--- src/rtl/obs_trace_sequencer.sv ---
// obs_trace_sequencer
//
// Captures per-cycle observation records from six trace channels and
// serialises them as single-channel beats on a valid/ready stream.
// Each cycle with at least one asserted cond forms a record: a 6-bit mask
// of the asserted conds plus all six argument values. Records wait in a
// DEPTH-entry FIFO. Within the head record the pending channels are sent
// lowest index first, one beat per handshake. A record that finds the FIFO
// full is dropped whole and the sticky overflow flag is raised.
//
// Optional feature macro: OBS_DROP_CNT_EN. When defined, the block adds a
// 16-bit saturating count of dropped records on drop_cnt.
//
// Ports
//   clock, reset_n              clock, asynchronous active-low reset
//   <c>_obs_src_cond            per-channel observation valid
//   <c>_obs_src_arg0            per-channel value (waddr/raddr 21 bits)
//   out_valid/out_ready         beat handshake
//   out_chan                    channel id (pc=0 .. rdata=5)
//   out_data                    channel value, addresses zero-extended
//   out_last                    final beat of the current record
//   overflow, overflow_clr      sticky drop flag and its clear
//   drop_cnt                    dropped-record count (OBS_DROP_CNT_EN only)

module obs_trace_sequencer #(
    parameter int DEPTH = 4,
    parameter int DW    = 32
) (
    input  logic          clock,
    input  logic          reset_n,
    input  logic          pc_obs_src_cond,
    input  logic [31:0]   pc_obs_src_arg0,
    input  logic          instr_obs_src_cond,
    input  logic [31:0]   instr_obs_src_arg0,
    input  logic          waddr_obs_src_cond,
    input  logic [20:0]   waddr_obs_src_arg0,
    input  logic          wdata_obs_src_cond,
    input  logic [31:0]   wdata_obs_src_arg0,
    input  logic          raddr_obs_src_cond,
    input  logic [20:0]   raddr_obs_src_arg0,
    input  logic          rdata_obs_src_cond,
    input  logic [31:0]   rdata_obs_src_arg0,
    output logic          out_valid,
    input  logic          out_ready,
    output logic [2:0]    out_chan,
    output logic [DW-1:0] out_data,
    output logic          out_last,
    output logic          overflow,
    input  logic          overflow_clr
`ifdef OBS_DROP_CNT_EN
    ,
    output logic [15:0]   drop_cnt
`endif
);

    localparam int PW = $clog2(DEPTH);
    localparam int CW = PW + 1;

    typedef enum logic [0:0] {
        IDLE = 1'b0,
        SEND = 1'b1
    } state_t;

    // Index of the lowest set bit; the beat order inside a record.
    function automatic logic [2:0] lowest_idx(input logic [5:0] m);
        logic [2:0] idx;
        casez (m)
            6'b?????1: idx = 3'd0;
            6'b????10: idx = 3'd1;
            6'b???100: idx = 3'd2;
            6'b??1000: idx = 3'd3;
            6'b?10000: idx = 3'd4;
            6'b100000: idx = 3'd5;
            default:   idx = 3'd0;
        endcase
        return idx;
    endfunction

    // True when exactly one bit is set: the next beat closes the record.
    function automatic logic single_bit(input logic [5:0] m);
        return (m != 6'd0) && ((m & (m - 6'd1)) == 6'd0);
    endfunction

    // Mask with its lowest set bit removed.
    function automatic logic [5:0] clear_lowest(input logic [5:0] m);
        return m & (m - 6'd1);
    endfunction

    // Record storage
    logic [5:0]    mask_mem_r [DEPTH];
    logic [31:0]   arg_mem_r  [DEPTH][6];

    // Control state
    state_t        state_r;
    state_t        state_nxt_s;
    logic [PW-1:0] wr_ptr_r;
    logic [PW-1:0] rd_ptr_r;
    logic [CW-1:0] cnt_r;
    logic [5:0]    pend_r;
    logic          out_valid_r;
    logic [2:0]    out_chan_r;
    logic [DW-1:0] out_data_r;
    logic          out_last_r;
    logic          overflow_r;

    // Next-state signals
    logic [5:0]    cond_s;
    logic [31:0]   arg_s [6];
    logic          hs_s;
    logic          pop_s;
    logic          any_cond_s;
    logic [CW-1:0] occ_after_pop_s;
    logic          accept_s;
    logic          drop_s;
    logic [CW-1:0] cnt_nxt_s;
    logic [PW-1:0] wr_ptr_nxt_s;
    logic [PW-1:0] rd_ptr_nxt_s;
    logic          head_bypass_s;
    logic [5:0]    pend_nxt_s;
    logic [2:0]    head_idx_s;
    logic [31:0]   head_arg_s;
    logic          valid_nxt_s;
    logic [2:0]    chan_nxt_s;
    logic [DW-1:0] data_nxt_s;
    logic          last_nxt_s;

    assign cond_s = {rdata_obs_src_cond, raddr_obs_src_cond, wdata_obs_src_cond,
                     waddr_obs_src_cond, instr_obs_src_cond, pc_obs_src_cond};

    assign arg_s[0] = pc_obs_src_arg0;
    assign arg_s[1] = instr_obs_src_arg0;
    assign arg_s[2] = {11'd0, waddr_obs_src_arg0};
    assign arg_s[3] = wdata_obs_src_arg0;
    assign arg_s[4] = {11'd0, raddr_obs_src_arg0};
    assign arg_s[5] = rdata_obs_src_arg0;

    // FIFO bookkeeping, head-record pending mask and next output beat.
    always_comb begin
        hs_s            = out_valid_r & out_ready;
        pop_s           = hs_s & out_last_r;
        any_cond_s      = |cond_s;
        // A pop in the same cycle frees a slot for the incoming record.
        occ_after_pop_s = cnt_r - {{PW{1'b0}}, pop_s};
        accept_s        = any_cond_s & (occ_after_pop_s < CW'(DEPTH));
        drop_s          = any_cond_s & ~accept_s;
        cnt_nxt_s       = occ_after_pop_s + {{PW{1'b0}}, accept_s};
        wr_ptr_nxt_s    = accept_s ? (wr_ptr_r + PW'(1)) : wr_ptr_r;
        rd_ptr_nxt_s    = pop_s ? (rd_ptr_r + PW'(1)) : rd_ptr_r;
        // The incoming record becomes head at once when nothing else is stored;
        // its storage slot is written on this same edge, so read the inputs.
        head_bypass_s   = accept_s & (occ_after_pop_s == CW'(0));

        if (head_bypass_s) begin
            pend_nxt_s = cond_s;
        end else if (pop_s && (occ_after_pop_s == CW'(0))) begin
            pend_nxt_s = 6'd0;
        end else if (pop_s) begin
            pend_nxt_s = mask_mem_r[rd_ptr_nxt_s];
        end else if (hs_s) begin
            pend_nxt_s = clear_lowest(pend_r);
        end else begin
            pend_nxt_s = pend_r;
        end

        head_idx_s = lowest_idx(pend_nxt_s);
        if (head_bypass_s) begin
            head_arg_s = arg_s[head_idx_s];
        end else begin
            head_arg_s = arg_mem_r[rd_ptr_nxt_s][head_idx_s];
        end

        if (cnt_nxt_s != CW'(0)) begin
            valid_nxt_s = 1'b1;
            chan_nxt_s  = head_idx_s;
            data_nxt_s  = DW'(head_arg_s);
            last_nxt_s  = single_bit(pend_nxt_s);
        end else begin
            valid_nxt_s = 1'b0;
            chan_nxt_s  = 3'd0;
            data_nxt_s  = {DW{1'b0}};
            last_nxt_s  = 1'b0;
        end
    end

    // Sequencer next state: leave IDLE on the first accepted record, return when drained.
    always_comb begin
        state_nxt_s = state_r;
        case (state_r)
            IDLE: begin
                if (accept_s) begin
                    state_nxt_s = SEND;
                end else begin
                    state_nxt_s = IDLE;
                end
            end
            SEND: begin
                if (cnt_nxt_s == CW'(0)) begin
                    state_nxt_s = IDLE;
                end else begin
                    state_nxt_s = SEND;
                end
            end
            default: state_nxt_s = IDLE;
        endcase
    end

    // Record storage write; contents need no reset since occupancy gates use.
    always_ff @(posedge clock) begin
        if (accept_s) begin
            mask_mem_r[wr_ptr_r] <= cond_s;
            for (int c = 0; c < 6; c++) begin
                arg_mem_r[wr_ptr_r][c] <= arg_s[c];
            end
        end
    end

    // State, pointers, occupancy and registered output beat.
    always_ff @(posedge clock or negedge reset_n) begin
        if (!reset_n) begin
            state_r     <= IDLE;
            wr_ptr_r    <= {PW{1'b0}};
            rd_ptr_r    <= {PW{1'b0}};
            cnt_r       <= {CW{1'b0}};
            pend_r      <= 6'd0;
            out_valid_r <= 1'b0;
            out_chan_r  <= 3'd0;
            out_data_r  <= {DW{1'b0}};
            out_last_r  <= 1'b0;
        end else begin
            state_r     <= state_nxt_s;
            wr_ptr_r    <= wr_ptr_nxt_s;
            rd_ptr_r    <= rd_ptr_nxt_s;
            cnt_r       <= cnt_nxt_s;
            pend_r      <= pend_nxt_s;
            out_valid_r <= (state_nxt_s == SEND);
            out_chan_r  <= chan_nxt_s;
            out_data_r  <= data_nxt_s;
            out_last_r  <= last_nxt_s;
        end
    end

    // Sticky overflow; a drop in the clearing cycle keeps it set.
    always_ff @(posedge clock or negedge reset_n) begin
        if (!reset_n) begin
            overflow_r <= 1'b0;
        end else if (drop_s) begin
            overflow_r <= 1'b1;
        end else if (overflow_clr) begin
            overflow_r <= 1'b0;
        end else begin
            overflow_r <= overflow_r;
        end
    end

`ifdef OBS_DROP_CNT_EN
    logic [15:0] drop_cnt_r;

    // Saturating drop counter; a drop in the clearing cycle restarts it at one.
    always_ff @(posedge clock or negedge reset_n) begin
        if (!reset_n) begin
            drop_cnt_r <= 16'd0;
        end else if (overflow_clr) begin
            drop_cnt_r <= drop_s ? 16'd1 : 16'd0;
        end else if (drop_s && (drop_cnt_r != 16'hFFFF)) begin
            drop_cnt_r <= drop_cnt_r + 16'd1;
        end else begin
            drop_cnt_r <= drop_cnt_r;
        end
    end

    assign drop_cnt = drop_cnt_r;
`endif

    assign out_valid = out_valid_r;
    assign out_chan  = out_chan_r;
    assign out_data  = out_data_r;
    assign out_last  = out_last_r;
    assign overflow  = overflow_r;

endmodule

--- config.mk ---
export PLATFORM = sky130hd
export DESIGN_NAME = obs_trace_sequencer
export DESIGN_NICKNAME = d
export VERILOG_FILES = /design/src/rtl/obs_trace_sequencer.sv
export SDC_FILE = /design/constraint.sdc
export NUM_CORES = 1
export LEC_CHECK = 0
export CORE_MARGIN = 1
export CORE_UTILIZATION = 62
export CTS_BUF_LIST = sky130_fd_sc_hd__clkbuf_16
export CTS_CLUSTER_SIZE = 28
export DETAILED_ROUTE_END_ITERATION = 7
export DONT_BUFFER_PORTS = 1
export MAX_ROUTING_LAYER = met4
export PLACE_DENSITY = 0.78
export SYNTH_ARGS = -nofsm -noshare
export SYNTH_HDL_FRONTEND = slang
export SYNTH_SLANG_ARGS = --single-unit
--- constraint.sdc ---
create_clock -name clock -period 9.4 [get_ports clock]
set_input_delay 1.88 -clock clock [delete_from_list [all_inputs] [get_ports clock]]
set_output_delay 1.88 -clock clock [all_outputs]
set_load 0.03 [all_outputs]
# Word-level counts from Yosys, hierarchy flattened
# Memory sizes are Yosys's and may differ from the RTL's.
# Cells that the tools add are included.
[classes]
eq_ne = 5
add_sub_neg = 6
bitwise = 10
n_reduce_logical = 9
mux = 22
magnitude_cmp = 2
[op_table]
columns = ["cell", "count"]
rows = [
  ["$bmux 32 s3", 2],
  ["$mux 32", 6],
  ["$mux 6", 4],
  ["$pmux 3 s5", 1],
  ["$and 6x6->6", 2],
  ["$sub 6x1->6 const B", 2],
  ["$eq 6x6->1 const B", 1],
  ["$logic_not 3->1", 2],
  ["$logic_not 6->1", 1],
  ["$mux 1", 6],
  ["$reduce_bool 6->1", 1],
  ["$reduce_or 6->1", 1],
  ["$and 1x1->1", 5],
  ["$eq 5x5->1 const B", 1],
  ["$add 2x1->2 const B", 2],
  ["$eq 4x4->1 const B", 1],
  ["$ge 4x4->1 const B", 1],
  ["$not 3->4", 1],
  ["$add 3x1->3", 1],
  ["$eq 3x3->1 const B", 1],
  ["$lt 3x3->1 const B", 1],
  ["$mux 3", 1],
  ["$reduce_bool 3->1", 1],
  ["$sub 3x1->3", 1],
  ["6 further kinds", 8],
]
[totals]
out_inout_bits = 38
n_memories = 2
wordCells = 65
ff_bits = 51
ram_bits = 704
inputBits = 180
[mem_list]
columns = ["memory", "depth", "width", "read_ports", "rd_clocked_by_memory_dff", "wr", "line_no", "source"]
rows = [
  ["arg_mem_r", 4, 170, 1, 0, 1, "91", "logic [31:0] arg_mem_r [DEPTH][6];"],
  ["mask_mem_r", 4, 6, 1, 0, 1, "90", "logic [5:0] mask_mem_r [DEPTH];"],
]

# Longest topological paths before layout
# Gate-level depths: netlist (run 1).
[logic_depth]
ltp_word = 15
depth_mapped = 18

# Worst setup path before layout (run 1)
# No wires, ideal clock.
[synth_path]
path_type = "input to register"
from = "in out_ready"
to = "mem arg_mem_r[0][0] (netlist bit) (enable)"
arrival_time_ns = 6.961
n_path_buf = 1
stages = 7
required_ns = 8.841
setup_slack_ns = 1.880
path_cell_list = "nand3_4 inv_2 ha_1 ha_1 xnor2_1 clkbuf_1 and3_1"
[synth_between]
elab_chain_len = 7
[synth_rtl]
columns = ["item", "line_no", "source"]
rows = [
  ["from (decl)", "44", "input logic out_ready,"],
  ["$and 1x1->1", "139", "hs_s = out_valid_r & out_ready;"],
  ["$and 1x1->1", "140", "pop_s = hs_s & out_last_r;"],
  ["$sub 3x1->3", "143", "occ_after_pop_s = cnt_r - {{PW{1'b0}}, pop_s};"],
  ["$lt 3x3->1", "144", "accept_s = any_cond_s & (occ_after_pop_s < CW'(DEPTH));"],
  ["$and 1x1->1", "144", ""],
  ["$mux 1", "209", "if (accept_s) begin"],
  ["$mux 1 (implied by the code)", "212", "arg_mem_r[wr_ptr_r][c] <= arg_s[c];"],
  ["to (decl)", "91", ""],
]
# Every way passes these cells.

# Final worst setup path (run 1)
[layout_path]
from = "in out_ready"
to = "reg out_data_r[27] (netlist: out_data[27])"
[layout_between]
elab_chain_len = 15
[layout_rtl]
columns = ["item", "line_no", "source"]
rows = [
  ["$and 1x1->1 *", "139", ""],
  ["$and 1x1->1", "140", ""],
  ["$sub 3x1->3 / $mux 2 (equally long branches)", "143, 148", ""],
  ["$lt 3x3->1, or another cell as far along", "144", ""],
  ["$and 1x1->1, or another cell as far along", "144", ""],
  ["$and 1x1->1 / $mux 6 (equally long branches)", "151, 155", ""],
  ["$mux 6", "153", "if (head_bypass_s) begin"],
  ["$eq 6x6->1, or another cell as far along", "67", "casez (m)"],
  ["$pmux 3 s5", "67", ""],
  ["$not 3->4 (implied by the code)", "167, 169", ""],
  ["$bmux 32 s3 (on tied branches)", "169, 167", ""],
  ["$mux 32 (on tied branches) (2 in series)", "169, 167", ""],
  ["$mux 32", "166", "if (head_bypass_s) begin"],
  ["$mux 32 *", "172", "if (cnt_nxt_s != CW'(0)) begin"],
  ["via data_nxt_s[27]", "124", "logic [DW-1:0] data_nxt_s;"],
  ["to (signal assigned)", "227", "out_data_r <= {DW{1'b0}};"],
  ["to (signal assigned)", "237", "out_data_r <= data_nxt_s;"],
  ["to (decl)", "102", "logic [DW-1:0] out_data_r;"],
]
# The timed path passes the listed nets; every way through them passes the cells marked *. The select of a mux whose other input is x is not followed.
# A chain may end at the register's enable or synchronous reset.

==> results.json, run 1 <==
{
  "clock_latency_ps": 620,
  "cpPeakStageDelay_ps": 770,
  "fin_crit_sh": 0.6686,
  "grt_start_max_net_pins": 127,
  "clock-skew-final_ps": 23.16,
  "io_pins": 218,
  "vias": 15340,
  "worstRegToRegCells": 14,
  "ctsHoldBuffers": 0,
  "start_kind": "input port",
  "yosys_warnings": 0,
  "power.density_nw_per_um2": 415.1,
  "ant_nets": 0,
  "min_period_ps": 6285,
  "cp.required_ps": 9940,
  "crit_fanout": 66,
  "end_kind": "flip-flop",
  "routed_via_density": 6.808,
  "gp_congestion": 0.9135,
  "hold_viol": 0,
  "fmax_mhz": 159.1,
  "drc": 0,
  "synth-seq-cells": 755,
  "port_buffers": 0,
  "hold_path_depth": 2,
  "cap_viol_max_count": 0,
  "synth_edf_count": 704,
  "syn_inst": 1563,
  "synth.distinct_cells": 50,
  "syn2layout_area_growth_pct": 10.57,
  "grt_usage": 0.2900,
  "grt_pass1_vias": 15700,
  "synthArstFlopShare": 0.06755,
  "ctsResizeCount": 0,
  "grt_overflow": 0,
  "whs_ps": 627.9,
  "drive_gt1_frac": 0.1991,
  "cts_sinks": 755,
  "cts_tree": "yes",
  "finalPower_w": 0.01384,
  "finalSetupViolCount": 0,
  "final_max_slew_viol_count": 0,
  "hpwl_um": 39630,
  "p_leak_nw": 11.14,
  "hp-class": "reg -> reg",
  "post_cts_buffers": 0,
  "worst-setup-path-type": "in -> reg",
  "vdd_drop_max_uv": 423.8,
  "synth_area_per_cell_sq_um": 19.29,
  "die-area_sq_um": 49530,
  "wl_um": 68070,
  "root_buffer": "clkbuf_16",
  "rsz0062_at_grt": "false",
  "die_w_um": 222.5,
  "maxSlewHeadroom": 0.1671,
  "timing.setup.tns_ps": 0,
  "worst_pin_slew_ps": 1245,
  "path_clk_slew_ps": 60,
  "first_iter_violations": 1784,
  "crit_arrival_ps": 6830,
  "final_nets": 1761,
  "grt_first_pass_wirelength_um": 101000,
  "syn_area_sq_um": 30160,
  "die_h_um": 222.5,
  "routedWlPerCell_um": 30.21,
  "synth.net_count": 1751,
  "coreArea_sq_um": 47850,
  "row_count": 80,
  "crit_chain": "nand3_4 > inv_2 > ha_1 > ha_1 > xnor2_1 > nand2_1 > nor2_4 > buf_4 > o2111ai_1 > nand2_2 > buf_4 > nand2_1 > a21oi_1 > o2111a_1",
  "first_pass_iters": 5,
  "num-fill-cells": 2882,
  "cp_slowest_cell": "buf_4",
  "clock_path_buffers": 3,
  "antenna_found_initial": 1,
  "outcome": "finished, final reports clean",
  "ys_seq_area_frac": 0.7433,
  "ys.flop_type": "edfxtp_1",
  "cts_max_level": 3,
  "cts_buffers": 76,
  "initial_core_util": 0.6303
}
==> registers in the layout, indices dropped and copies added, names as in the netlist <==
name	count
wr_ptr_r	2
out_last	1
overflow	1
mask_mem_r	24
pend_r	6
arg_mem_r	680
cnt_r	3
out_valid	1
out_data	32
rd_ptr_r	2
out_chan	3
==> placed cells by master (no fill, tap or decap), types with 3 or more instances in the layout <==
cell        synthesis  final
o221ai_1           23     23
and2_1              5      5
bufinv_16           0      9
ha_1                8      8
a221oi_1           21     21
clkinv_2            0     11
clkinvlp_4          0      4
o211a_1            21     21
inv_1              11     33
edfxtp_1          704    704
a31oi_1            32     32
xnor2_1             5      3
mux2i_1            67     67
dfrtp_1            51     51
clkinv_1            1     12
mux4_2            175    175
clkbuf_16           0     79
nor2_1             17     13
buf_12              0      3
buf_4               4     23
and3_4              0      4
a21oi_1            19     19
nand3_1            45     45
o21ai_0             8      8
o2111a_1           11     11
a211oi_1           25     25
nand2_1           184    183
==> path summary, 6_finish.rpt <==
kind | startpoint | end | slack (ps)
hold / removal | wr_ptr_r[1] | wr_ptr_r[1] | 630
hold reg to reg | wr_ptr_r[1] | wr_ptr_r[1] | 630
min in group asynchronous | reset_n | out_data[8] | 960
setup / recovery | out_ready | out_data[27] | 3120
max in group asynchronous | reset_n | out_data[18] | 8280
setup reg to reg | out_last | out_data[27] | 3660
==> critical path: cells and delay by family <==
family                   cells  cell delay (ps)
adder cells (fa/ha/maj)      2              380
XOR/XNOR                     1              710
AND/OR/NAND/NOR              5             1400
AO/OA/AOI/OAI                3             1000
buffers and inverters        3             1420
==> power by group <==
part	switching (W)	internal (W)	leakage [nW]	total, W
Clock	0.00125	0.00177	1.31	0.00302
Combinational	0.00336	0.00226	2.76	0.00562
Sequential	0.000434	0.00477	7.08	0.00521
Total	0.00504	0.00880	11.1	0.0138
==> logic make-up after synthesis <==
kind of cell / synth area share
flops: 0.7433
simple gates: 0.03809
mux: 0.1537
compound gates: 0.04493
buf+inv: 0.01523
fa+ha+maj: 0.003319
xor+xnor: 0.001452
==> cells in the mapped netlist, types with 2 or more instances <==
| cell type | n | area, sq um |
|---|---|---|
| a211oi_1 | 25 | 187.7 |
| a21oi_1 | 19 | 95.09 |
| a221oi_1 | 21 | 183.9 |
| a31oi_1 | 32 | 200.2 |
| and2_1 | 5 | 31.28 |
| and3_1 | 6 | 37.54 |
| and4_1 | 2 | 17.52 |
| buf_1 | 6 | 22.52 |
| buf_2 | 16 | 80.08 |
| buf_4 | 4 | 30.03 |
| buf_6 | 3 | 33.78 |
| clkbuf_1 | 65 | 244.0 |
| dfrtp_1 | 51 | 1276 |
| edfxtp_1 | 704 | 21140 |
| ha_1 | 8 | 100.1 |
| inv_1 | 11 | 41.29 |
| mux2_1 | 2 | 22.52 |
| mux2i_1 | 67 | 670.6 |
| mux4_2 | 175 | 3941 |
| nand2_1 | 184 | 690.7 |
| nand3_1 | 45 | 225.2 |
| nor2_1 | 17 | 63.81 |
| nor3_1 | 3 | 15.01 |
| o2111a_1 | 11 | 123.9 |
| o211a_1 | 21 | 210.2 |
| o211ai_1 | 2 | 15.01 |
| o21ai_0 | 8 | 40.04 |
| o221ai_1 | 23 | 201.4 |
| o22ai_1 | 2 | 12.51 |
| xnor2_1 | 5 | 43.79 |
==> metrics by stage <==
step / cells / utilization / setup WS (ps) / instance area [sq um]
global route: 2253 / 0.6969 / 2760 / 33350
floorplan: 1563 / - / 1880 / 30160
CTS: 2252 / 0.6969 / 3255 / 33340
detailed placement: 2110 / 0.6442 / 2619 / 30820
global placement: 2110 / 0.6442 / 2834 / 30820
finish: 2253 / 0.6969 / 3115 / 33350
==> final cells by class <==
| cell class | count | area (sq um) | share of cell area |
|---|---|---|---|
| inverter | 13 | 56.30 | 0.001688 |
| timing repair buffer | 26 | 232.7 | 0.006979 |
| multi-input combinational | 701 | 7350 | 0.2204 |
| antenna | 1 | 2.502 | 0.00007504 |
| sequential | 755 | 22420 | 0.6722 |
| tap | 615 | 769.5 | 0.02308 |
| clock buffer | 79 | 1977 | 0.05929 |
| clock inverter | 63 | 541.8 | 0.01625 |
==> layer usage <==
layer  vias up  wire length, um  track usage
met1      7953            25420       0.3766
met3       122             7873       0.1059
li1       6477                -            -
met2       786            33060       0.4332
met5         -                0            -
met4         0             1714      0.08654
Power figures use the tool's default switching activity.
==> inputs of run 2 (changes only) <==
- clock period: 9.4 -> 6.3 ns (I/O delays scaled with it)
==> results.json, run 2 (synthesized netlist as in run 1, its figures left out) <==
{
  "outcome": "finished, final reports clean",
  "p_leak_nw": 11.08,
  "root_buffer": "clkbuf_16",
  "worst_pin_slew_ps": 1167,
  "end_kind": "flip-flop",
  "die_h_um": 222.5,
  "cts_sinks": 755,
  "worst-setup-path-type": "reg -> reg",
  "syn2layout_area_growth_pct": 10.20,
  "hp-class": "in -> async",
  "power.density_nw_per_um2": 616.0,
  "cap_viol_max_count": 0,
  "largest_reg_flops": 680,
  "grt_pass1_vias": 15970,
  "switching_share": 0.3683,
  "drive_gt1_frac": 0.1961,
  "hpwl_um": 40030,
  "start_kind": "flip-flop",
  "grt_overflow": 0,
  "hold_viol": 0,
  "die_w_um": 222.5,
  "seqPwrFrac": 0.379,
  "grt_first_pass_wirelength_um": 101700,
  "cp.required_ps": 6830,
  "die-area_sq_um": 49530,
  "timing.setup.tns_ps": 0,
  "fmax_mhz": 191.2,
  "drc": 0,
  "cts_tree": "yes",
  "final_nets": 1773,
  "antenna_found_initial": 0,
  "row_count": 80,
  "first_iter_violations": 1642,
  "vias": 15430,
  "clock-skew-final_ps": 21.43,
  "post_cts_buffers": 0,
  "crit_arrival_ps": 5760,
  "initial_core_util": 0.6303,
  "cts_buffers": 75,
  "min_period_ps": 5229,
  "first_pass_iters": 6,
  "layout_common_cells": "edfxtp_1, nand2_1, mux4_2",
  "ant_nets": 0,
  "path_clk_slew_ps": 60,
  "p_int_w": 0.01293,
  "routed_via_density": 6.837,
  "wl_um": 68610,
  "p_switching_w": 0.007540,
  "finalSetupViolCount": 0,
  "routedWlPerCell_um": 30.40,
  "fin_crit_sh": 0.8300,
  "gp_congestion": 0.9063,
  "antenna_cells": 0,
  "grt_usage": 0.2921,
  "largest_register": "arg_mem_r",
  "clock_path_buffers": 3,
  "combPwrFrac": 0.424,
  "num-fill-cells": 2901,
  "ctsResizeCount": 0,
  "cts_max_level": 3,
  "port_buffers": 0,
  "whs_ps": 357.1,
  "clock_latency_ps": 600,
  "crit_fanout": 24,
  "coreArea_sq_um": 47850,
  "placed_cells": 2123,
  "final_cells": 2257,
  "rsz0062_at_grt": "false",
  "vdd_drop_max_uv": 532.3,
  "final_common_cell": "edfxtp_1",
  "maxSlewHeadroom": 0.2192,
  "final_max_slew_viol_count": 0,
  "grt_start_max_net_pins": 121,
  "io_pins": 218,
  "ctsHoldBuffers": 0,
  "p_clk_frac": 0.197
}
run 2: path summary, 6_finish.rpt:
check	startpoint	to	slack (ps)	cells after the start
setup / recovery	out_last	out_data[10]	1070	14
hold / removal	reset_n	out_data[9]	360	0
setup reg to reg	out_last	out_data[10]	1070	14
hold reg to reg	wr_ptr_r[1]	wr_ptr_r[1]	640	2
max in group asynchronous	reset_n	out_chan[2]	5800	0
min in group clock	wr_ptr_r[1]	wr_ptr_r[1]	640	2
run 2: final cells by class:
type | instances | area [sq um] | share of cell area
multi-input combinational | 701 | 7350 | 0.2211
tap | 615 | 769.5 | 0.02315
clock buffer | 77 | 1927 | 0.05798
timing repair buffer | 39 | 442.9 | 0.01333
sequential | 755 | 22420 | 0.6745
inverter | 13 | 56.30 | 0.001694
clock inverter | 57 | 272.8 | 0.008207
run 2: metal layers:
layer  wire (um)  track usage
met1       25580       0.3779
met2       33200       0.4384
met3        7661       0.1006
met4        2171      0.09677
met5           0            -
run 2: power by group through the flow:
stage | clock network [W] | registers, W | logic [W]
global route | 0.00425 | 0.00786 | 0.00927
CTS | 0.00408 | 0.00777 | 0.00872
finish | 0.00403 | 0.00777 | 0.00868
floorplan | 0 | 0.00775 | 0.00621
detailed placement | 0 | 0.00785 | 0.00866
global placement | 0 | 0.00776 | 0.00855
run 2: stage by stage:
| stage | utilization | cell area, sq um | total power [W] | setup WS (ps) |
|---|---|---|---|---|
| after floorplan | - | 30160 | 0.01397 | 1417 |
| after global placement | 0.6486 | 31030 | 0.01631 | 938.3 |
| after detailed placement | 0.6486 | 31030 | 0.01651 | 698.9 |
| after CTS | 0.6946 | 33230 | 0.02057 | 1163 |
| after global routing | 0.6946 | 33230 | 0.02139 | 831.6 |
| final | 0.6946 | 33230 | 0.02047 | 1071 |
run 2: worst max-delay path: stages (launching register included):
cell	delay, ps
dfrtp_1	590
nand3_4	260
inv_2	130
ha_1	200
ha_1	190
xnor2_1	650
and2_1	400
a21oi_1	150
a21oi_1	220
o2111ai_1	380
nand2_2	590
buf_4	440
a221oi_1	100
a211oi_1	590
o211a_1	250
==> inputs of run 3 (changes only) <==
- clock period: 6.3 -> 4.9 ns (I/O delays scaled with it)
==> results.json, run 3 (synthesized netlist as in run 1, its figures left out) <==
{
  "post_cts_buffers": 0,
  "port_buffers": 0,
  "grt_first_pass_wirelength_um": 102000,
  "final_nets": 1784,
  "clock_latency_ps": 630,
  "p_leak_nw": 11.23,
  "largest_reg_flops": 680,
  "grt_overflow": 0,
  "rsz0062_at_grt": "false",
  "cp.required_ps": 5440,
  "ant_nets": 0,
  "cap_viol_max_count": 0,
  "crit_fanout": 24,
  "timing.setup.tns_ps": 0,
  "antenna_cells": 0,
  "vdd_drop_max_uv": 563.4,
  "drive_gt1_frac": 0.2039,
  "r2r-end": "out_data[10]",
  "crit_end": "out_data[10]",
  "maxSlewHeadroom": 0.3470,
  "grt_pass1_vias": 15930,
  "gp_congestion": 0.8956,
  "initial_core_util": 0.6303,
  "outcome": "finished, final reports clean",
  "syn2layout_area_growth_pct": 11.14,
  "finalSetupViolCount": 0,
  "fmax_mhz": 216.1,
  "cts_tree": "yes",
  "rr_startpoint": "out_last",
  "die_w_um": 222.5,
  "root_buffer": "clkbuf_16",
  "final_common_cell": "edfxtp_1",
  "final_cells": 2273,
  "die_h_um": 222.5,
  "grt_usage": 0.2916,
  "die-area_sq_um": 49530,
  "start_kind": "flip-flop",
  "antenna_found_initial": 1,
  "num-fill-cells": 2898,
  "min_period_ps": 4628,
  "io_pins": 218,
  "whs_ps": 46.35,
  "worst-setup-path-type": "reg -> reg",
  "final_max_slew_viol_count": 0,
  "wl_um": 67520,
  "clock_path_buffers": 3,
  "cts_max_level": 3,
  "clock-skew-final_ps": 25.88,
  "rrSetupSlack_ps": 270,
  "first_pass_iters": 7,
  "worstRegToRegCells": 14,
  "first_iter_violations": 1732,
  "placed_cells": 2134,
  "ctsResizeCount": 0,
  "critPathLaunch": "out_last",
  "largest_register": "arg_mem_r",
  "hpwl_um": 40720,
  "drc": 0,
  "worst_pin_slew_ps": 979.5,
  "cts_sinks": 755,
  "row_count": 80,
  "hp-class": "in -> async",
  "layout_common_cells": "edfxtp_1, nand2_1, mux4_2",
  "end_kind": "flip-flop",
  "hold_viol": 0,
  "coreArea_sq_um": 47850,
  "finalPower_w": 0.02664,
  "cts_buffers": 75,
  "crit_arrival_ps": 5170,
  "path_clk_slew_ps": 70,
  "routed_via_density": 6.832,
  "fin_crit_sh": 0.9445,
  "routedWlPerCell_um": 29.71,
  "grt_start_max_net_pins": 139,
  "vias": 15530,
  "power.density_nw_per_um2": 794.9,
  "ctsHoldBuffers": 0
}
[run 3: changes by cell type in the layout (fill, tap and decap cells not counted), sizes merged]
cell      delta
clkinvlp     -1
inv          +2
bufinv       +3
clkinv       +2
buf         +11
clkbuf       -1
[run 3: layout make-up]
class / count / area, sq um / share of cell area
timing repair buffer: 50 / 613.1 / 0.01829
clock buffer: 76 / 1902 / 0.05674
multi-input combinational: 701 / 7350 / 0.2193
tap: 615 / 769.5 / 0.02296
clock inverter: 63 / 409.1 / 0.01221
sequential: 755 / 22420 / 0.6688
inverter: 13 / 56.30 / 0.001680
[run 3: worst min-delay path by stage]
stage | start | end | slack (ps) | cells after the start
2_1_floorplan | wr_ptr_r[1] | wr_ptr_r[1] | 580 | 2
3_3_place_gp | wr_ptr_r[0] | wr_ptr_r[0] | 600 | 2
3_5_place_dp | wr_ptr_r[0] | wr_ptr_r[0] | 630 | 2
4_1_cts | reset_n | out_data[1] | 20 | 0
5_1_grt | reset_n | out_data[13] | 20 | 0
6_report | reset_n | out_data[4] | 50 | 0
[run 3: power by group]
part	total (W)	switching (W)	internal, W
Sequential	0.00998	0.000827	0.00915
Combinational	0.0113	0.00649	0.00479
Clock	0.00538	0.00235	0.00303
Total	0.0266	0.00967	0.0170
[run 3: critical path, stage by stage, from the launching register on]
cell      delay, ps
dfrtp_1         590
nand3_4         260
inv_2           130
ha_1            200
ha_1            190
xnor2_1         310
and2_1          330
a211oi_1        120
a211oi_1        620
a21oi_1         210
nor2_4          440
buf_12          260
a221oi_1        110
a211oi_1        510
o211a_1         250
[run 3: layer usage]
layer  share of wire  track usage  routed length [um]  vias up
li1                -            -                   -     6512
met1            0.38       0.3939               25920     8070
met2            0.47       0.4274               32020      832
met3            0.12      0.09944                7883      116
met4           0.025      0.08276                1696        0
met5               0            -                   0        -
[run 3: through the flow]
| step | cell area, sq um | util | worst slack (ps) |
|---|---|---|---|
| 2_1_floorplan | 30160 | - | 296.5 |
| 5_1_grt | 33520 | 0.7005 | 50.47 |
| 3_5_place_dp | 31200 | 0.6522 | 151.6 |
| 6_report | 33520 | 0.7005 | 271.8 |
| 4_1_cts | 33520 | 0.7005 | 381.5 |
| 3_3_place_gp | 31200 | 0.6522 | 240.8 |
==> patch: new RTL, flow settings as in run 2 <==
Build with the macro `OBS_DROP_CNT_EN` defined.
--- a/src/rtl/obs_trace_sequencer.sv
+++ b/src/rtl/obs_trace_sequencer.sv
@@ -21,6 +21,8 @@
 //   out_last                    final beat of the current record
 //   overflow, overflow_clr      sticky drop flag and its clear
 //   drop_cnt                    dropped-record count (OBS_DROP_CNT_EN only)
+
+`define OBS_DROP_CNT_EN
 
 module obs_trace_sequencer #(
     parameter int DEPTH = 4,
New outputs: drop_cnt. Check against the original RTL: not settled (the Yosys comparison gave no result); the edit may change what the design does.
==> patch against run 2 <==
Clock skew about the same; routed wire length up 6.2%; area after synthesis up 4.6%; critical path depth down 2; setup slack worse by 0.11 ns; via count up 9.2%; sequential cell count up 16; die area up 4.6%; worst hold slack worse by 0.0093 ns; fmax down 2.0%; largest power group unchanged; critical path type unchanged; final area up 4.8%; non-clock buffer count up 7; total power up 5.2%.
==> patch: results (changes against run 2) <==
| Metric | Value |
|---|---|
| RePlAce Congestion | 0.919 (+1.4%) |
| Delay of the slowest critical-path stage | 0.79 ns (+0.14 ns) |
| Worst-Skew Late Latency | 0.62 ns (+0.02 ns) |
| Slowest CP cell | o211a_4 |
| Adder-Cell Fraction of Synth Area | 0.00357 (+0.000251) |
| GRT Total Usage | 0.298 (+0.00630) |
| Fillers | 3037 (+4.7%) |
| Crit path max fanout | 50 (+110%) |
| Inst Count DP | 2310 (+8.8%) |
| Worst EP arrival | 5.78 ns (+0.02 ns) |
| Pleak | 11.8 nW (+6.5%) |
| R2r setup slk | 0.96 ns (-0.11 ns) |
| Max IR drop VDD | 813 uV (+53%) |
| Outcome | finished, final reports clean |
| First-pass GRT wire length | 107 mm (+5.3%) |
| Compound-Gate Fraction of Synth Area | 0.0492 (+0.00425) |
| Int Power | 13.5 mW (+4.3%) |
| Mux cell area share after synthesis | 0.149 (-0.00449) |
| Initial antenna violation count | 2 (+2) |
| Clock Skew | 0.0217 ns (+0.000224 ns) |
| Detailed Routing Iterations Pass 1 | 5 (-1) |
| Vias in the first global route | 16842 (+5.5%) |
| Largest net degree at the start of global routing | 82 (-32%) |
| Post-Synth XOR/XNOR Area | 0.00603 (+0.00458) |
| Worst setup path startpoint | out_valid$_DFF_PN0_ |
| CP endpoint | out_data[13]$_DFF_PN0_ |
| Asr flop ratio synth | 0.0869 (+0.0194) |
| Netlist cell types | 71 (+42%) |
| Detail Placement HPWL | 43.3 mm (+8.1%) |
| Finished Layout Cells | 2451 (+8.6%) |
| Post-Synthesis Mean Instance Area | 18.6 um2 (-3.7%) |
| Comb power | 9.32 mW (+7.4%) |
| Final wirelength | 72.8 mm (+6.2%) |
| Relative slew slack | 0.266 (+0.0468) |
| Largest cells by area after synthesis | edfxtp_1, mux4_2, dfrtp_1 |
| Clock buffer count from CTS | 76 (+1.3%) |
| Vias per cell | 6.87 (+0.54%) |
| Sequential area share after synthesis | 0.723 (-0.0199) |
==> patch: worst min-delay path by stage <==
stage | slack, ns | endpoint | start
after global placement | 0.58 | pend_r[5]$_DFF_PN0_ | pend_r[5]$_DFF_PN0_
final | 0.35 | drop_cnt[12]$_DFFE_PN0P_ | reset_n
after global routing | 0.32 | out_data[29]$_DFF_PN0_ | reset_n
after floorplan | 0.52 | pend_r[5]$_DFF_PN0_ | pend_r[5]$_DFF_PN0_
after CTS | 0.30 | out_data[5]$_DFF_PN0_ | reset_n
after detailed placement | 0.57 | pend_r[5]$_DFF_PN0_ | pend_r[5]$_DFF_PN0_
==> patch: through the flow <==
| stage | cell area (um2) | utilization | setup slack [ns] | power (mW) |
|---|---|---|---|---|
| final | 34800 | 0.694 | 0.963 | 21.5 |
| after global routing | 34800 | 0.694 | 0.621 | 22.5 |
| after CTS | 34800 | 0.694 | 1.05 | 21.6 |
| after detailed placement | 32400 | 0.647 | 0.586 | 17.2 |
| after global placement | 32400 | 0.647 | 0.880 | 17.0 |
| after floorplan | 31500 | - | 1.01 | 14.5 |
==> patch: layout make-up <==
type                            count  share of cell area
Sequential cell                   771               0.655
Multi-Input combinational cell    809               0.237
Clock buffer                       78              0.0561
Tap cell                          672              0.0242
Timing Repair Buffer               46              0.0139
Clock inverter                     61              0.0120
Inverter                           12             0.00151
Antenna cell                        2            0.000144
==> patch: metal layers <==
layer / part of all wire / vias to the layer above / track usage
met5: 0 / - / -
met4: 0.032 / 0 / 0.115
met3: 0.11 / 166 / 0.0836
met2: 0.48 / 947 / 0.444
met1: 0.38 / 8750 / 0.396
li1: - / 6983 / -
